### config.mk
export PLATFORM = sky130hd
export DESIGN_NAME = fetch_decode_flat
export DESIGN_NICKNAME = d
export VERILOG_FILES = /design/src/rtl/fetch_decode_pkg.sv /design/src/rtl/rv32i_types.sv /design/src/rtl/tomasula_types.sv /design/src/rtl/IQ_2_IR.sv /design/src/rtl/fetch_decode_decoder.sv /design/src/rtl/fetch_decode.sv /design/src/flat_wrapper.sv
export SDC_FILE = /design/constraint.sdc
export NUM_CORES = 1
export LEC_CHECK = 0
export BUFFER_PORTS_ARGS = -buffer_cell sky130_fd_sc_hd__clkbuf_2
export CAP_MARGIN = 20
export CORE_UTILIZATION = 57
export DETAILED_ROUTE_END_ITERATION = 10
export PLACE_DENSITY = 0.91
export SYNTH_ARGS = -nofsm -noshare
export SYNTH_HDL_FRONTEND = slang
export SYNTH_HIERARCHICAL = 1
export SYNTH_SLANG_ARGS = --single-unit
### constraint.sdc
create_clock -name clk -period 3.25 [get_ports clk]
set_clock_uncertainty 0.05 [all_clocks]
set_input_delay 0.325 -clock clk [delete_from_list [all_inputs] [get_ports clk]]
set_output_delay 0.325 -clock clk [all_outputs]
set_load 0.1 [all_outputs]
### src/rtl/fetch_decode_pkg.sv
// fetch_decode_pkg: fetch FSM states and default boot address
package fetch_decode_pkg;
  typedef enum logic [1:0] {START, REQ, HOLD, DROP} fetch_state_e;
  localparam logic [31:0] RESET_PC_DEFAULT = 32'h4000_0060;
endpackage

### src/rtl/rv32i_types.sv
// rv32i_types: RV32I opcode encodings, retirement trace word and immediate extractors
package rv32i_types;
  typedef enum logic [6:0] {
    op_lui   = 7'b0110111,
    op_auipc = 7'b0010111,
    op_jal   = 7'b1101111,
    op_jalr  = 7'b1100111,
    op_br    = 7'b1100011,
    op_load  = 7'b0000011,
    op_store = 7'b0100011,
    op_imm   = 7'b0010011,
    op_reg   = 7'b0110011
  } rv32i_opcode;
  typedef struct packed {
    logic [31:0] inst;
    logic [4:0]  rs1_addr;
    logic [4:0]  rs2_addr;
    logic [4:0]  rd_addr;
    logic [31:0] rs1_rdata;
    logic [31:0] rs2_rdata;
    logic [31:0] rd_wdata;
    logic [31:0] pc_rdata;
    logic [31:0] pc_wdata;
  } rvfi_word;
  function automatic logic [31:0] imm_i(input logic [31:0] i);
    return {{21{i[31]}}, i[30:20]};
  endfunction
  function automatic logic [31:0] imm_s(input logic [31:0] i);
    return {{21{i[31]}}, i[30:25], i[11:7]};
  endfunction
  function automatic logic [31:0] imm_b(input logic [31:0] i);
    return {{20{i[31]}}, i[7], i[30:25], i[11:8], 1'b0};
  endfunction
  function automatic logic [31:0] imm_u(input logic [31:0] i);
    return {i[31:12], 12'h000};
  endfunction
  function automatic logic [31:0] imm_j(input logic [31:0] i);
    return {{12{i[31]}}, i[19:12], i[20], i[30:21], 1'b0};
  endfunction
endpackage

### src/rtl/tomasula_types.sv
// tomasula_types: decoded control word handed to the instruction queue
package tomasula_types;
  typedef enum logic [3:0] {
    s_op_invalid = 4'd0,
    s_op_reg,
    s_op_imm,
    s_op_load,
    s_op_store,
    s_op_br,
    s_op_lui,
    s_op_auipc,
    s_op_jal,
    s_op_jalr
  } op_t;
  typedef struct packed {
    op_t         opcode;
    logic [2:0]  funct3;
    logic        funct7;
    logic [4:0]  src1_reg;
    logic        src1_valid;
    logic [4:0]  src2_reg;
    logic        src2_valid;
    logic [31:0] src2_data;
    logic [31:0] og_instr;
    logic [31:0] og_pc;
    logic [31:0] pc;
  } ctl_word;
endpackage

### src/rtl/IQ_2_IR.sv
// IQ_2_IR: handshake between the fetch/decode stage and the instruction queue
interface IQ_2_IR;
  logic                   ld_iq;
  logic                   issue_q_full_n;
  tomasula_types::ctl_word control_word;
  rv32i_types::rvfi_word   rvfi;
  modport IR (output ld_iq, control_word, rvfi, input issue_q_full_n);
  modport IQ (input ld_iq, control_word, rvfi, output issue_q_full_n);
endinterface

### src/rtl/fetch_decode_decoder.sv
// rv_decoder: combinational RV32I decode into control/trace words and sequential next PC
module rv_decoder
  import rv32i_types::*;
  import tomasula_types::*;
(
  input  logic [31:0] instr_i,
  input  logic [31:0] pc_i,
  output ctl_word     ctl_o,
  output rvfi_word    rvfi_o,
  output logic [31:0] next_pc_o,
  output logic        legal_o
);
  logic use1, use2;
  // classify opcode, pick immediate and source usage, then derive next PC and trace
  always_comb begin
    ctl_o = '0;
    rvfi_o = '0;
    use1 = 1'b0;
    use2 = 1'b0;
    legal_o = 1'b1;
    ctl_o.og_instr = instr_i;
    ctl_o.og_pc = pc_i;
    ctl_o.funct3 = instr_i[14:12];
    case (rv32i_opcode'(instr_i[6:0]))
      op_reg:   begin ctl_o.opcode = s_op_reg; use1 = 1'b1; use2 = 1'b1; ctl_o.funct7 = instr_i[30]; end
      op_imm:   begin ctl_o.opcode = s_op_imm; use1 = 1'b1; ctl_o.src2_data = imm_i(instr_i);
                      ctl_o.funct7 = (instr_i[14:12] == 3'b101) ? instr_i[30] : 1'b0; end
      op_load:  begin ctl_o.opcode = s_op_load; use1 = 1'b1; ctl_o.src2_data = imm_i(instr_i); end
      op_store: begin ctl_o.opcode = s_op_store; use1 = 1'b1; use2 = 1'b1; ctl_o.src2_data = imm_s(instr_i); end
      op_br:    begin ctl_o.opcode = s_op_br; use1 = 1'b1; use2 = 1'b1; ctl_o.src2_data = imm_b(instr_i); end
      op_lui:   begin ctl_o.opcode = s_op_lui; ctl_o.src2_data = imm_u(instr_i); end
      op_auipc: begin ctl_o.opcode = s_op_auipc; ctl_o.src2_data = imm_u(instr_i); end
      op_jal:   begin ctl_o.opcode = s_op_jal; ctl_o.src2_data = imm_j(instr_i); end
      op_jalr:  begin ctl_o.opcode = s_op_jalr; use1 = 1'b1; ctl_o.src2_data = imm_i(instr_i); end
      default:  legal_o = 1'b0;
    endcase
    ctl_o.src1_valid = use1;
    ctl_o.src2_valid = use2;
    ctl_o.src1_reg = use1 ? instr_i[19:15] : 5'd0;
    ctl_o.src2_reg = use2 ? instr_i[24:20] : 5'd0;
    next_pc_o = pc_i + ((ctl_o.opcode == s_op_jal) ? imm_j(instr_i) : 32'd4);
    ctl_o.pc = next_pc_o;
    rvfi_o.inst = instr_i;
    rvfi_o.pc_rdata = pc_i;
    rvfi_o.pc_wdata = next_pc_o;
    rvfi_o.rs1_addr = ctl_o.src1_reg;
    rvfi_o.rs2_addr = ctl_o.src2_reg;
    rvfi_o.rd_addr = (ctl_o.opcode == s_op_store || ctl_o.opcode == s_op_br) ? 5'd0 : instr_i[11:7];
  end
endmodule

### src/rtl/fetch_decode.sv
// fetch_decode: single-outstanding fetch, decode and hold for the instruction queue
module fetch_decode
  import rv32i_types::*;
  import tomasula_types::*;
  import fetch_decode_pkg::*;
#(
  parameter logic [31:0] RESET_PC = RESET_PC_DEFAULT
) (
  input  logic        clk,
  input  logic        reset_n_i,
  output logic        imem_read,
  output logic [31:0] imem_address,
  input  logic        imem_resp,
  input  logic [31:0] imem_rdata,
  input  logic        flush_ip,
  input  logic [31:0] redirect_pc,
  IQ_2_IR.IR          iq_ir_itf,
  input  logic        iq_ack
);
  fetch_state_e state_q, state_d;
  logic [31:0] fetch_addr_q, fetch_addr_d, pc_pending_q, pc_pending_d;
  logic        read_q, read_d;
  ctl_word     cw_q, cw_d, dec_cw;
  rvfi_word    rvfi_q, rvfi_d, dec_rvfi;
  logic [31:0] dec_next_pc;
  logic        dec_legal;

  rv_decoder u_dec (
    .instr_i   (imem_rdata),
    .pc_i      (fetch_addr_q),
    .ctl_o     (dec_cw),
    .rvfi_o    (dec_rvfi),
    .next_pc_o (dec_next_pc),
    .legal_o   (dec_legal)
  );

  assign imem_read = read_q;
  assign imem_address = fetch_addr_q;
  assign iq_ir_itf.ld_iq = (state_q == HOLD) && !flush_ip;
  assign iq_ir_itf.control_word = cw_q;
  assign iq_ir_itf.rvfi = rvfi_q;

  // next-state: a flush always wins; an in-flight request is drained in DROP before redirecting
  always_comb begin
    state_d = state_q;
    fetch_addr_d = fetch_addr_q;
    pc_pending_d = pc_pending_q;
    cw_d = cw_q;
    rvfi_d = rvfi_q;
    case (state_q)
      START: state_d = REQ;
      REQ: begin
        if (imem_resp && flush_ip) fetch_addr_d = redirect_pc;
        else if (imem_resp && dec_legal) begin
          state_d = HOLD;
          cw_d = dec_cw;
          rvfi_d = dec_rvfi;
        end
        else if (imem_resp) fetch_addr_d = dec_next_pc;
        else if (flush_ip) begin
          pc_pending_d = redirect_pc;
          state_d = DROP;
        end
      end
      DROP: begin
        pc_pending_d = flush_ip ? redirect_pc : pc_pending_q;
        if (imem_resp) begin
          fetch_addr_d = pc_pending_d;
          state_d = REQ;
        end
      end
      HOLD: begin
        if (flush_ip || iq_ack) begin
          state_d = REQ;
          fetch_addr_d = flush_ip ? redirect_pc : cw_q.pc;
        end
      end
      default: state_d = START;
    endcase
    read_d = (state_d == REQ) || (state_d == DROP);
  end

  // state, fetch address and held decode registers
  always_ff @(posedge clk or negedge reset_n_i) begin
    if (!reset_n_i) begin
      state_q <= START;
      fetch_addr_q <= RESET_PC;
      pc_pending_q <= '0;
      read_q <= 1'b0;
      cw_q <= '{opcode: s_op_invalid, default: '0};
      rvfi_q <= '0;
    end else begin
      state_q <= state_d;
      fetch_addr_q <= fetch_addr_d;
      pc_pending_q <= pc_pending_d;
      read_q <= read_d;
      cw_q <= cw_d;
      rvfi_q <= rvfi_d;
    end
  end
endmodule

### src/flat_wrapper.sv
// flat-port wrapper written by rule: the top's interface ports become plain ports
module fetch_decode_flat import rv32i_types::*; import tomasula_types::*; import fetch_decode_pkg::*;
#(
  parameter logic [31:0] RESET_PC = RESET_PC_DEFAULT
)
  (clk, reset_n_i, imem_read, imem_address, imem_resp, imem_rdata, flush_ip, redirect_pc, iq_ack, iq_ir_itf_ld_iq, iq_ir_itf_control_word, iq_ir_itf_rvfi, iq_ir_itf_issue_q_full_n);
  IQ_2_IR iq_ir_itf_i ();
  input  logic clk;
  input  logic reset_n_i;
  output logic imem_read;
  output logic [31:0] imem_address;
  input  logic imem_resp;
  input  logic [31:0] imem_rdata;
  input  logic flush_ip;
  input  logic [31:0] redirect_pc;
  input  logic iq_ack;
  output wire logic [$bits(iq_ir_itf_i.ld_iq)-1:0] iq_ir_itf_ld_iq;
  output wire logic [$bits(iq_ir_itf_i.control_word)-1:0] iq_ir_itf_control_word;
  output wire logic [$bits(iq_ir_itf_i.rvfi)-1:0] iq_ir_itf_rvfi;
  input wire logic [$bits(iq_ir_itf_i.issue_q_full_n)-1:0] iq_ir_itf_issue_q_full_n;
  assign iq_ir_itf_ld_iq = iq_ir_itf_i.ld_iq;
  assign iq_ir_itf_control_word = iq_ir_itf_i.control_word;
  assign iq_ir_itf_rvfi = iq_ir_itf_i.rvfi;
  assign iq_ir_itf_i.issue_q_full_n = iq_ir_itf_issue_q_full_n;
  fetch_decode #(.RESET_PC(RESET_PC)) u_core (.clk(clk), .reset_n_i(reset_n_i), .imem_read(imem_read), .imem_address(imem_address), .imem_resp(imem_resp), .imem_rdata(imem_rdata), .flush_ip(flush_ip), .redirect_pc(redirect_pc), .iq_ir_itf(iq_ir_itf_i), .iq_ack(iq_ack));
endmodule
Yosys cells after proc, flatten, opt, wreduce, memory -nomap -nowiden:

Index checks and enable logic that the tools add are counted.
Widths: inputs -> output; s select.

* bits in read-only memories: 0
* latch bits: 0
* output and inout bits: 389
* register bits: 220
* memories: 0
* memory bits (writable): 0

* multiplexer cells: 30
* shift-type cells: 0
* eq/ne operators: 25
* add/subtract/negate cells: 1
* reduce and logical (&&, ||, !) cells: 18
* $mul: 0
* bitwise logic cells: 1
* magnitude comparators: 0
* divide/modulo/power cells: 0

Operator list (number)
* $mux 32: 11
* $pmux 32 s5: 1
* $pmux 32 s3: 1
* $pmux 32 s2: 1
* $pmux 4 s9: 1
* $add 32x32->32: 1
* $eq 7x6->1 const B: 3
* $eq 7x7->1 const B: 3
* $mux 5: 3
* $eq 7x5->1 const B: 2
* $mux 2: 6
* $ne 2x2->1 const B: 5
* $reduce_or 9->1: 1
* $eq 4x3->1 const B: 2
* $pmux 2 s4: 1
* $eq 7x2->1 const B: 1
* $eq 2x2->1 const B: 3
* $ne 3x2->1 const B: 2
* $reduce_or 3->1: 2
* $reduce_or 6->1: 1
* $reduce_and 5->1: 1
* $eq 2x1->1 const B: 2
* $eq 4x4->1 const B: 1
* $mux 1: 4
* other kinds (12): 16

Depth between registers and ports, before layout:

Gate-level depths: netlist of run 1.

* depth after elaboration: 9
* depth in mapped cells: 20

Hierarchy:

The synthesis of run 1 kept the hierarchy.

Modules (own cells, without submodules)
* fetch_decode: times used 1, cells an instance 1012, area an instance 17782.1 um^2
* rv_decoder: times used 1, cells an instance 657, area an instance 4718.3 um^2

Worst setup path before layout of run 1:

No wires, ideal clock.

* kind: input to register
* start: input imem_rdata[4]
* end: register u_core.fetch_addr_q[29], in the netlist u_core/imem_address[29]
* slack: -0.854 ns
* arrival time: 3.929 ns
* path buffers: 2
* setup time: 0.126 ns
* stages on the path: 17
* cells stage by stage: nand2b_1 nor2_1 nand2_1 nor3_1 ha_1 clkbuf_1 a21oi_1 o21bai_1 a21o_1 a21o_1 a21oi_1 o221ai_1 xnor2_1 buf_4 a22oi_1 o21ai_0 mux2_2

RTL lines
* from (decl): RTL line flat_wrapper.sv:13 `input logic [31:0] imem_rdata;`
* to (signal assigned): RTL line fetch_decode.sv:94 `fetch_addr_q <= fetch_addr_d;`
* to (decl): RTL line fetch_decode.sv:21 `logic [31:0] fetch_addr_q, fetch_addr_d, pc_pending_q, pc_pending_d;`

==> results.env, run 1 <==
SLEW_HEADROOM_PCT=37.9
TRITONCTS_CLOCK_TREE='built'
CLK_ROOT_BUFFER_CELL='sky130_fd_sc_hd__clkbuf_16'
WORST_PATH_MAX_DELAY_CELL='sky130_fd_sc_hd__a211o_4'
SYNTH_MOST_COMMON_CELL='sky130_fd_sc_hd__dfrtp_1'
ROUTE.DETAILED.DRC=0
YOSYS_MOST_USED_DFF='sky130_fd_sc_hd__dfrtp_1'
FINAL_PERIOD_MINUS_WORST_SETUP_SLACK_NS=3.32
FINISH.CELL_COUNT_WITHOUT_FILLERS=2664
SYNTH_AREA_PER_CELL_UM2=13.5
CRITICAL-PATH-MAX-STAGE-DELAY_NS=0.32
PLACED_CELLS_INCL_TAPS=2532
TIMING_WORST_SETUP_PATH_TYPE='primary input to flip-flop'
LARGEST_NET_DEGREE_AT_THE_START_OF_GLOBAL_ROUTING=99
SYNTH.YOSYS.WARNINGS=6
GP_ROUTABILITY_CONGESTION=0.887
REGTOREGSTARTPOINT='u_core/imem_address[2]$_DFFE_PN0P_'
CRITICAL_PATH_REQUIRED_NS=3.65
CLOCK.FMAX_MHz=301
INSERTED_CLOCK_BUFFERS=45
PWR_DENSITY_CELL_nW_PER_UM2=873
YS_FF_LATCH=421
SYNTH_ASYNC_SR_FLOP_SHARE_PCT=100
DIE_W_UM=201
HOLD_PATH.STARTPOINT='imem_rdata[7]'
ROUTE.DETAILED.WL_PER_INST_UM=22.6
ARRIVAL_NS=3.72
CRITICAL_PATH.CELL_CHAIN='buf_6, nand2b_4, nor2_4, nand2_4, nor3_4, buf_12, buf_4, and2_4, ha_4, nor2b_4, o2111ai_4, a211oi_2, a211o_4, a21oi_4, o221ai_2, xnor2_2, a22oi_2, o21ai_1, mux2_2'
INITIAL_CORE_UTIL_PCT=57.9
FINALSETUPVIOLCOUNT=2
SYNTH_COMMONEST_CELLS='sky130_fd_sc_hd__dfrtp_1, sky130_fd_sc_hd__buf_4, sky130_fd_sc_hd__mux2_4'
SYNTH_CELLS=1669
SETUP_TNS_NS=-0.0847
DP_WORST_SETUP_SLACK_NS=-0.864
IRDROPWORSTVDD_mV=0.892
FIRSTDRTPASSITERS=5
PORTBUFFERS=457
GLOBALROUTETOTALUTIL_PCT=29.5
GR-TOTAL-OVERFLOW=0
WL_MET2_UM=29900
NUMBER_OF_TOP_LEVEL_PINS=459
DP_HPWL_UM=40900
DR_TOTAL_VIAS=14600
NETLIST-CELL-TYPE-COUNT=68
DIEAREA_UM2=40300
MAX-CAP-VIOLATIONS=0
SETUP.WORST_PATH.START_CLASS='primary input'
POST_SYNTHESIS_SEQUENTIAL_AREA_RATIO_PCT=46.8
WIRE_LENGTH_OF_THE_FIRST_GLOBAL_ROUTING_PASS_UM=92900
SYNTH_AREA_LEADER_CELL='sky130_fd_sc_hd__dfrtp_1'
SYNTHTOPCELLSBYAREA='sky130_fd_sc_hd__dfrtp_1, sky130_fd_sc_hd__mux2_4, sky130_fd_sc_hd__buf_4, sky130_fd_sc_hd__mux2_2, sky130_fd_sc_hd__buf_6'
CRITICAL_PATH.N_BUFFERS_INVERTERS=3
CTSLONGESTPATHBUFFERS=3
MET3_LENGTH_UM=3580
FILLCELLCOUNT=2515
POST_ROUTE_CLOCK_PERIOD_UTILIZATION_PCT=102
DETAIL_ROUTE.WIRELENGTH.MET1_UM=23700
CORE_AREA_UM2=38800
GRT_ANTENNA_BEFORE_REPAIR=1
CRITICAL_PATH_PEAK_FANOUT=5
SYN_TO_FINAL_GROWTH_PCT=19.5
VIA_COUNT_OF_THE_FIRST_GLOBAL_ROUTING_PASS=15800
DIE_H_UM=201
NETS=2210
TOP_LAYER='met4'
SETUP.WORST_PATH.END_CLASS='flip-flop'
SLEW_VIOL_FINAL=0
NUMCLOCKSINKS=421
WORST_HOLD_PATH_TYPE='primary input to flip-flop'
TIMING.CRITICAL_PATH.FROM='imem_rdata[4]'
CLK_TRANSITION_REPORTED_PATHS_NS=0.06
RSZ0062_AT_GRT='true'
OUTCOME='finished with violations'
VIOLATED_CHECKS='setup timing'
VIA_PER_INST=5.48
SYNTHESIS.AREA_UM2=22500
TOTAL_POWER_W=0.0235
LEVEL_COUNT_OF_THE_CLOCK_H_TREE=2
DETAIL_ROUTE.ITER0.VIOLATIONS=1087
TIMING.CRITICAL_PATH.MAX_DELAY_FAMILY='compound AO/OA/AOI/OAI gates'
FINAL_CORE_UTILIZATION_PCT=69.2
REPORT.FINAL.HOLD_VIOL_COUNT=0
NETLIST.AREA_LEADER.SHARE_PCT=46.5
SYNTH_EDF_COUNT=0
ROUTE.FINAL.WIRE_LENGTH_UM=60100
CORE.ROWCOUNT=72
DRIVE_GT1_SHARE_PCT=56.8
POWER.STATIC_LEAKAGE_nW=15.1
FINAL_ANTENNA_NET_COUNT=0
WORSTMARGINPINSLEW_NS=0.931
SMALLEST_SETUP_SLACK_AFTER_LAYOUT_NS=-0.0747
WORST_SKEW_PAIR.LATE_LATENCY_NS=0.57
## worst register-to-register path, stage by stage (launching register included)
cell,delay (ns)
sky130_fd_sc_hd__dfrtp_1,0.51
sky130_fd_sc_hd__inv_1,0.12
sky130_fd_sc_hd__fa_2,0.43
sky130_fd_sc_hd__nor2b_4,0.18
sky130_fd_sc_hd__o2111ai_4,0.19
sky130_fd_sc_hd__a211oi_2,0.28
sky130_fd_sc_hd__a211o_4,0.18
sky130_fd_sc_hd__a21oi_4,0.09
sky130_fd_sc_hd__o221ai_2,0.20
sky130_fd_sc_hd__xnor2_2,0.13
sky130_fd_sc_hd__a22oi_2,0.23
sky130_fd_sc_hd__o21ai_1,0.11
sky130_fd_sc_hd__mux2_2,0.29
## timing repair
item,in CTS,in global routing
pin swaps,9,21
gates cloned,0,0
buffers inserted,3,7
setup endpoints to repair,22,20
resized for setup,10,36
endpoints found under the hold margin,103,0
hold buffers,38,0
## kinds of logic (layout without fill, tap and decap cells)
| logic type | after synthesis | in the layout | share of synthesized area (%) |
|---|---|---|---|
| AOI/OAI and AO/OA | 205 | 205 | 6.40 |
| xor gates and xnor gates | 31 | 31 | 1.21 |
| adders and majority gates | 31 | 31 | 1.76 |
| buffers and inverters | 390 | 770 | 13.0 |
| DFF | 421 | 421 | 46.8 |
| muxes | 451 | 451 | 27.5 |
| other | 1 | 98 | 0.0167 |
| and+or+nand+nor | 139 | 139 | 3.21 |
## final cells by class
| class | instances | area [µm²] | area share, % |
|---|---|---|---|
| clock buffer | 60 | 1270 | 4.74 |
| sequential | 421 | 10500 | 39.2 |
| antenna | 2 | 5.00 | 0.0186 |
| tap | 518 | 648 | 2.41 |
| clock inverter | 22 | 255 | 0.950 |
| multi-input combinational | 953 | 9920 | 36.9 |
| inverter | 13 | 48.8 | 0.182 |
| timing repair buffer | 675 | 4190 | 15.6 |
## layout by cell type (no fill, tap or decap), types with 6 or more instances in the layout
| cell type | count |
|---|---|
| sky130_fd_sc_hd__a21o_1 | 32 |
| sky130_fd_sc_hd__a21oi_1 | 24 |
| sky130_fd_sc_hd__a21oi_2 | 8 |
| sky130_fd_sc_hd__a21oi_4 | 6 |
| sky130_fd_sc_hd__a22oi_1 | 29 |
| sky130_fd_sc_hd__and2_1 | 32 |
| sky130_fd_sc_hd__and2_4 | 8 |
| sky130_fd_sc_hd__buf_12 | 11 |
| sky130_fd_sc_hd__buf_4 | 166 |
| sky130_fd_sc_hd__clkbuf_1 | 8 |
| sky130_fd_sc_hd__clkbuf_16 | 47 |
| sky130_fd_sc_hd__clkbuf_2 | 455 |
| sky130_fd_sc_hd__clkinv_2 | 10 |
| sky130_fd_sc_hd__conb_1 | 96 |
| sky130_fd_sc_hd__dfrtp_1 | 417 |
| sky130_fd_sc_hd__dlygate4sd3_1 | 38 |
| sky130_fd_sc_hd__ha_1 | 16 |
| sky130_fd_sc_hd__ha_4 | 14 |
| sky130_fd_sc_hd__inv_1 | 11 |
| sky130_fd_sc_hd__mux2_2 | 107 |
| sky130_fd_sc_hd__mux2_4 | 311 |
| sky130_fd_sc_hd__mux2i_1 | 32 |
| sky130_fd_sc_hd__nand2_1 | 23 |
| sky130_fd_sc_hd__nand3_1 | 9 |
| sky130_fd_sc_hd__nand4_1 | 6 |
| sky130_fd_sc_hd__nor2_1 | 24 |
| sky130_fd_sc_hd__o21a_1 | 6 |
| sky130_fd_sc_hd__o21ai_0 | 29 |
| sky130_fd_sc_hd__o21ai_1 | 16 |
| sky130_fd_sc_hd__o21bai_1 | 7 |
| sky130_fd_sc_hd__xnor2_1 | 15 |
| sky130_fd_sc_hd__xor2_1 | 11 |
## metrics by stage
step                cell area, µm²  hold slack, ns
floorplan                    23200         -0.0206
global placement             24600           0.291
detailed placement           24600           0.300
CTS                          26600         0.00275
global route                 26900          0.0168
finish                       26900          0.0353
## routing by layer
| metal | track usage (%) | vias up |
|---|---|---|
| li1 | - | 6309 |
| met3 | 5.88 | 168 |
| met2 | 49.7 | 699 |
| met4 | 15.3 | 0 |
| met5 | 0 | - |
| met1 | 36.1 | 7431 |
## worst paths after layout
check                      slack (ns)                                     end  cells after the start
max                             -0.07     u_core/imem_address[29]$_DFFE_PN0P_                     19
min                              0.04  u_core/iq_ir_itf.rvfi[182]$_DFFE_PN0P_                      2
max reg2reg                      0.14     u_core/imem_address[29]$_DFFE_PN0P_                     12
min reg2reg                      0.46     u_core/pc_pending_q[26]$_DFFE_PN0P_                      1
max in group asynchronous        1.91  u_core/iq_ir_itf.rvfi[182]$_DFFE_PN0P_                      3
min in group asynchronous        0.28   u_core/iq_ir_itf.rvfi[51]$_DFFE_PN0P_                      2
## power by group
part	internal [W]	leakage [nW]	switching, W
logic	0.00251	8.81	0.00856
registers	0.00622	5.52	0.000836
clock network	0.00316	0.744	0.00217
## flip-flops by register name (all words and copies together) (netlist names)
signal	flops
u_core/state_q	2
u_core/imem_address	32
u_core/iq_ir_itf.rvfi	207
u_core/iq_ir_itf.control_word	148
u_core/pc_pending_q	32
No activity file was read; power rests on OpenSTA's default activity.
==> run 2: changes to the inputs <==
- CORE_MARGIN: not set -> 2
==> run 2 against run 1 <==
  * Largest cell class unchanged
  * Final cell count grew 0.60%
  * Highest routed layer is now met5
  * Power shrank 0.95%
  * The flow now finishes without violations
  * Wire length shrank 0.54%
==> results.env, run 2 (same netlist as run 1, synthesis figures left out) <==
OUTCOME='completed'
TIMING_WORST_SETUP_PATH_TYPE='primary input to flip-flop'
SETUP.WORST_PATH.END_CLASS='flip-flop'
NUMCLOCKSINKS=421
SYN_TO_FINAL_GROWTH_PCT=19.6
GLOBALROUTETOTALUTIL_PCT=28.8
FF2FF_SETUP_SLACK_NS=0.19
WIRE_LENGTH_OF_THE_FIRST_GLOBAL_ROUTING_PASS_UM=92200
SETUP_TNS_NS=0
CTSLONGESTPATHBUFFERS=3
FINALSETUPVIOLCOUNT=0
INSERTED_CLOCK_BUFFERS=46
HOLD_PATH.STARTPOINT='imem_rdata[27]'
LAYOUT.CELLS.MOST_COMMON='sky130_fd_sc_hd__clkbuf_2'
FINAL_ANTENNA_NET_COUNT=0
NET_SWITCHING_POWER_OF_THE_DESIGN_W=0.0115
PLACED_CELLS_INCL_TAPS=2550
INTPOWER_W=0.0117
GRT_ANTENNA_BEFORE_REPAIR=4
TOTAL_POWER_W=0.0232
NUMBER_OF_TOP_LEVEL_PINS=459
MOSTFREQUENTLAYOUTCELLS='sky130_fd_sc_hd__clkbuf_2, sky130_fd_sc_hd__dfrtp_1, sky130_fd_sc_hd__mux2_4'
POWER.SHARE.SWITCHING_PCT=49.5
LARGEST_REGISTER_FFS=207
POWER_FRAC_CLOCK_PCT=22.2
WORSTMARGINPINSLEW_NS=0.958
PORTBUFFERS=457
LARGEST_NET_DEGREE_AT_THE_START_OF_GLOBAL_ROUTING=102
DRIVE_GT1_SHARE_PCT=56.6
CLK_ROOT_BUFFER_CELL='sky130_fd_sc_hd__clkbuf_16'
R2R-END='u_core/imem_address[19]$_DFFE_PN0P_'
ROUTE.FINAL.WIRE_LENGTH_UM=59800
FINAL_PERIOD_MINUS_WORST_SETUP_SLACK_NS=3.18
WORST_HOLD_PATH_TYPE='primary input to flip-flop'
VIA_PER_INST=5.42
ROUTE.DETAILED.WL_PER_INST_UM=22.3
WORST_SKEW_PAIR.LATE_LATENCY_NS=0.56
DETAIL_ROUTE.ITER0.VIOLATIONS=810
ROUTE.DETAILED.DRC=0
SLEW_HEADROOM_PCT=35.7
FIRSTDRTPASSITERS=5
DIE_H_UM=203
NETS=2226
VIA_COUNT_OF_THE_FIRST_GLOBAL_ROUTING_PASS=15800
P_SEQ_SHARE_PCT=30.3
COMB_POWER_SHARE_PCT=47.5
RSZ0062_AT_GRT='true'
IRDROPWORSTVDD_mV=0.935
SLEW_VIOL_FINAL=0
TRITONCTS_CLOCK_TREE='built'
SETUP.WORST_PATH.START_CLASS='primary input'
POST_ROUTE_CLOCK_PERIOD_UTILIZATION_PCT=97.9
DP_HPWL_UM=42600
REPORT.FINAL.HOLD_VIOL_COUNT=0
R2R_CELLS=13
GP_ROUTABILITY_CONGESTION=0.912
POWER.STATIC_LEAKAGE_nW=15.1
CLK_TRANSITION_REPORTED_PATHS_NS=0.06
CORE.ROWCOUNT=72
PWR_DENSITY_CELL_nW_PER_UM2=864
LAYOUT.CELL_AREA.NON_FILLER_UM2=26900
CRITICAL_PATH_PEAK_FANOUT=7
HOLD_PATH_DEPTH=2
CRITICAL_PATH_REQUIRED_NS=3.64
MAX-CAP-VIOLATIONS=0
DIE_W_UM=203
CORE_AREA_UM2=38800
ARRIVAL_NS=3.58
DPL_CELL_AREA_UM2=24800
FILLCELLCOUNT=2544
LEVEL_COUNT_OF_THE_CLOCK_H_TREE=2
HOLD_END='u_core/iq_ir_itf.rvfi[202]$_DFFE_PN0P_'
FINAL_CORE_UTILIZATION_PCT=69.3
DR_TOTAL_VIAS=14500
FINISH.CELL_COUNT_WITHOUT_FILLERS=2680
DIEAREA_UM2=41100
REGTOREGSTARTPOINT='u_core/imem_address[2]$_DFFE_PN0P_'
INITIAL_CORE_UTIL_PCT=57.9
GR-TOTAL-OVERFLOW=0
CLOCK.FMAX_MHz=314
[run 2: cell count changes in the layout (fill, tap and decap cells not counted), moves of 3 or more]
cell,before,now
sky130_fd_sc_hd__a22oi_2,3,0
sky130_fd_sc_hd__a22oi_1,29,32
sky130_fd_sc_hd__xnor2_1,15,18
sky130_fd_sc_hd__xnor2_2,3,0
sky130_fd_sc_hd__buf_4,166,178
sky130_fd_sc_hd__buf_6,3,0
sky130_fd_sc_hd__buf_12,11,16
[run 2: final cells by class]
| type | count | area [µm²] | area share [%] |
|---|---|---|---|
| Sequential cell | 421 | 10500 | 39.2 |
| Multi-Input combinational cell | 953 | 9830 | 36.5 |
| Timing Repair Buffer | 690 | 4340 | 16.1 |
| Clock buffer | 60 | 1270 | 4.74 |
| Tap cell | 518 | 648 | 2.41 |
| Clock inverter | 22 | 209 | 0.777 |
| Inverter | 13 | 48.8 | 0.181 |
| Antenna cell | 3 | 7.51 | 0.0279 |
[run 2: timing repair]
item,CTS,global route
pin swaps,1,21
hold buffers,39,0
endpoints found under the hold margin,129,0
resized for setup,5,23
setup buffers,0,6
endpoints found under the setup margin,13,39
[run 2: per-stage QoR]
stage | hold WS, ns | setup WS [ns]
CTS | 0.0488 | 0.000844
global placement | 0.386 | -0.655
floorplan | -0.0206 | -0.456
detailed placement | 0.399 | -0.725
global route | 0.0679 | -0.0675
finish | 0.0667 | 0.0676
[run 2: worst max-delay path: stages]
cell and delay, ns:
sky130_fd_sc_hd__clkbuf_2 0.09, sky130_fd_sc_hd__nand2b_4 0.15, sky130_fd_sc_hd__nor2_4 0.15, sky130_fd_sc_hd__nand2_4 0.08
sky130_fd_sc_hd__nor3_4 0.16, sky130_fd_sc_hd__buf_12 0.13, sky130_fd_sc_hd__buf_4 0.13, sky130_fd_sc_hd__and2_4 0.15
sky130_fd_sc_hd__ha_4 0.21, sky130_fd_sc_hd__a21o_4 0.22, sky130_fd_sc_hd__a31o_4 0.22, sky130_fd_sc_hd__o21ai_4 0.22
sky130_fd_sc_hd__o41ai_4 0.11, sky130_fd_sc_hd__buf_4 0.17, sky130_fd_sc_hd__a21oi_2 0.17, sky130_fd_sc_hd__o21bai_1 0.10
sky130_fd_sc_hd__xor2_1 0.18, sky130_fd_sc_hd__a22oi_1 0.22, sky130_fd_sc_hd__o21ai_1 0.11, sky130_fd_sc_hd__mux2_2 0.27
[run 2: worst max-delay path by stage]
| stage | start | endpoint | slack (ns) | cells past startpoint |
|---|---|---|---|---|
| after floorplan | imem_rdata[4] | u_core/imem_address[31]$_DFFE_PN0P_ | -0.46 | 20 |
| after global placement | imem_rdata[4] | u_core/imem_address[29]$_DFFE_PN0P_ | -0.66 | 19 |
| after detailed placement | imem_rdata[4] | u_core/imem_address[29]$_DFFE_PN0P_ | -0.73 | 19 |
| after CTS | imem_rdata[4] | u_core/imem_address[29]$_DFFE_PN0P_ | 0.0008 | 19 |
| after global routing | imem_rdata[4] | u_core/imem_address[29]$_DFFE_PN0P_ | -0.07 | 19 |
| final | imem_rdata[4] | u_core/imem_address[26]$_DFFE_PN0P_ | 0.07 | 20 |
[run 2: metal layers]
metal / vias up / global-route usage [%] / share of wire [%]
met2: 602 / 49.2 / 50
met3: 177 / 5.09 / 5.3
met4: 2 / 14.4 / 4.9
met5: - / 0 / 0.022
met1: 7402 / 35.2 / 40
li1: 6353 / - / -
[run 2: power groups by stage]
stage | registers (W) | clock network [W] | logic, W
final | 0.00704 | 0.00516 | 0.0110
after global routing | 0.00714 | 0.00548 | 0.0113
after CTS | 0.00701 | 0.00526 | 0.0110
after detailed placement | 0.00708 | 0 | 0.0109
after global placement | 0.00699 | 0 | 0.0107
after floorplan | 0.0135 | 0 | 0.00289
==> run 3: changes to the inputs <==
- RECOVER_POWER: not set -> 25
==> run 3 against run 2 <==
  * The run now ends with capacitance limit, slew limit left
  * Global-route usage stayed put
  * Power hardly changed
  * Clock-buffer cell count stayed put
  * Combinational power hardly changed
  * Sequential power hardly changed
  * Maximum frequency is 0.13% higher
  * Via count hardly changed
  * Wire length hardly changed
  * Register-to-register slack hardly changed
  * Hold slack hardly changed
  * Largest cell class unchanged
==> results.env, run 3 (same netlist as run 1, synthesis figures left out) <==
OUTCOME='finished with violations'
VIOLATED_CHECKS='capacitance limit, slew limit'
DIE_H_UM=203
FINAL_PERIOD_MINUS_WORST_SETUP_SLACK_NS=3.18
VIA_PER_INST=5.43
WORST_HOLD_PATH_TYPE='primary input to flip-flop'
INITIAL_CORE_UTIL_PCT=57.9
VIA_COUNT_OF_THE_FIRST_GLOBAL_ROUTING_PASS=15800
GR-TOTAL-OVERFLOW=0
TRITONCTS_CLOCK_TREE='built'
POST_ROUTE_CLOCK_PERIOD_UTILIZATION_PCT=97.8
DIE_W_UM=203
WORSTMARGINPINSLEW_NS=2.52
GRTUSAGEMET3_PCT=5.09
DR_TOTAL_VIAS=14500
FIRSTDRTPASSITERS=6
REGTOREGSTARTPOINT='u_core/imem_address[2]$_DFFE_PN0P_'
DP_HPWL_UM=42600
MAX-CAP-VIOLATIONS=1
DRIVE_GT1_SHARE_PCT=56.6
CLK_ROOT_BUFFER_CELL='sky130_fd_sc_hd__clkbuf_16'
HOLD_PATH.STARTPOINT='imem_rdata[27]'
FINAL_ANTENNA_NET_COUNT=0
ARRIVAL_NS=3.57
WORST_PATH_MAX_DELAY_CELL='sky130_fd_sc_hd__mux2_2'
PORTBUFFERS=457
FINALSETUPVIOLCOUNT=0
IRDROPWORSTVDD_mV=0.936
FILLCELLCOUNT=2547
SLEW_VIOL_FINAL=97
CRITICAL-PATH-MAX-STAGE-DELAY_NS=0.27
ROUTE.DETAILED.DRC=0
ROUTE.FINAL.WIRE_LENGTH_UM=59800
DETAIL_ROUTE.ITER0.VIOLATIONS=845
REPORT.FINAL.HOLD_VIOL_COUNT=0
CLK_TRANSITION_REPORTED_PATHS_NS=0.06
CLOCK.FMAX_MHz=315
MOSTFREQUENTLAYOUTCELLS='sky130_fd_sc_hd__clkbuf_2, sky130_fd_sc_hd__dfrtp_1, sky130_fd_sc_hd__mux2_4'
SETUP.WORST_PATH.START_CLASS='primary input'
LAYOUT.CELLS.MOST_COMMON='sky130_fd_sc_hd__clkbuf_2'
RSZ0062_AT_GRT='true'
GLOBALROUTETOTALUTIL_PCT=28.8
CRITICAL_PATH_PEAK_FANOUT=7
LEVEL_COUNT_OF_THE_CLOCK_H_TREE=2
NUMBER_OF_TOP_LEVEL_PINS=459
CTSLONGESTPATHBUFFERS=3
CRITICAL_PATH.CELL_CHAIN='clkbuf_2, nand2b_4, nor2_4, nand2_4, nor3_4, buf_12, buf_4, and2_4, ha_4, a21o_4, a31o_4, o21ai_4, o41ai_4, buf_4, a21oi_2, o21bai_1, xor2_1, a22oi_1, o21ai_1, mux2_2'
TIMING.CRITICAL_PATH.FROM='imem_rdata[4]'
TOTAL_POWER_W=0.0232
GRT_ANTENNA_BEFORE_REPAIR=4
LARGEST_NET_DEGREE_AT_THE_START_OF_GLOBAL_ROUTING=102
NETS=2226
WIRE_LENGTH_OF_THE_FIRST_GLOBAL_ROUTING_PASS_UM=92200
CRITICAL_PATH_REQUIRED_NS=3.64
CORE_AREA_UM2=38800
POWER.STATIC_LEAKAGE_nW=15.1
MOST_USED_LAYER_GLOBAL_ROUTE='met2'
SETUP_TNS_NS=0
INSERTED_CLOCK_BUFFERS=46
CORE.ROWCOUNT=72
ROUTE.DETAILED.WL_PER_INST_UM=22.3
SLEW_HEADROOM_PCT=-68.0
DIEAREA_UM2=41100
TIMING_WORST_SETUP_PATH_TYPE='primary input to flip-flop'
GP_ROUTABILITY_CONGESTION=0.912
NUMCLOCKSINKS=421
PWR_DENSITY_CELL_nW_PER_UM2=864
SYN_TO_FINAL_GROWTH_PCT=19.5
WORST_SKEW_PAIR.LATE_LATENCY_NS=0.56
SETUP.WORST_PATH.END_CLASS='flip-flop'
LARGEST_REGISTER_FFS=207
TIMING.CRITICAL_PATH.MODE_CELL='sky130_fd_sc_hd__buf_4'
GROUTE.LAYER.MET2.USAGE_PCT=49.2
MET1_USAGE_PCT=35.2
[run 3: cell types whose count changed in the layout (fill, tap and decap cells not counted)]
cell / delta
sky130_fd_sc_hd__buf_4: -4
sky130_fd_sc_hd__clkbuf_2: +4
sky130_fd_sc_hd__buf_2: +1
sky130_fd_sc_hd__buf_8: -1
[run 3: final timing paths]
path | endpoint | slack, ns | cells after the start
setup / recovery | u_core/imem_address[26]$_DFFE_PN0P_ | 0.07 | 20
hold / removal | u_core/iq_ir_itf.rvfi[202]$_DFFE_PN0P_ | 0.07 | 2
min in group asynchronous | u_core/iq_ir_itf.rvfi[156]$_DFFE_PN0P_ | 1.08 | 2
hold reg to reg | u_core/iq_ir_itf.control_word[105]$_DFFE_PN0P_ | 0.46 | 1
max in group asynchronous | u_core/imem_address[5]$_DFFE_PN1P_ | 0.53 | 3
setup reg to reg | u_core/imem_address[19]$_DFFE_PN0P_ | 0.18 | 13
[run 3: repair_timing]
item	CTS	global route
hold buffers	39	0
gates resized for setup	5	23
endpoints found under the setup margin	13	39
endpoints found under the hold margin	129	0
setup buffers	0	6
pin swaps	1	21
[run 3: final cells by class]
cell class | count | area (µm²) | area share [%]
repair buffers | 690 | 4320 | 16.1
multi-input cells | 953 | 9830 | 36.6
inverters | 13 | 48.8 | 0.182
flip-flops and latches | 421 | 10500 | 39.2
well taps | 518 | 648 | 2.41
diodes | 3 | 7.51 | 0.0279
clock inverters | 22 | 209 | 0.777
clock buffers | 60 | 1270 | 4.74
[run 3: layer usage]
layer  vias to the layer above  wire length (µm)
met4                         2              2900
met3                       172              3260
met2                       645             29900
met1                      7379             23700
met5                         -                13
li1                       6347                 -
[run 3: worst max-delay path, delay by kind of cell]
family	cells	cell delay (ns)
buf+inv	4	0.52
xor+xnor	1	0.18
mux	1	0.27
simple gates	5	0.69
fa+ha+maj	1	0.21
compound gates	8	1.37
[run 3: through the flow]
stage	setup slack, ns	util, %	cells	instance area, µm²	hold WS, ns
after floorplan	-0.456	-	1764	23200	-0.0206
after global placement	-0.655	64.0	2550	24800	0.386
after detailed placement	-0.725	64.0	2550	24800	0.399
after CTS	0.000844	68.9	2671	26800	0.0488
after global routing	-0.0675	69.2	2680	26900	0.0679
final	0.0717	69.2	2680	26900	0.0662
[run 3: power by group]
| part | switching, W | internal [W] |
|---|---|---|
| clock | 0.00215 | 0.00301 |
| combinational | 0.00852 | 0.00251 |
| sequential | 0.000821 | 0.00622 |
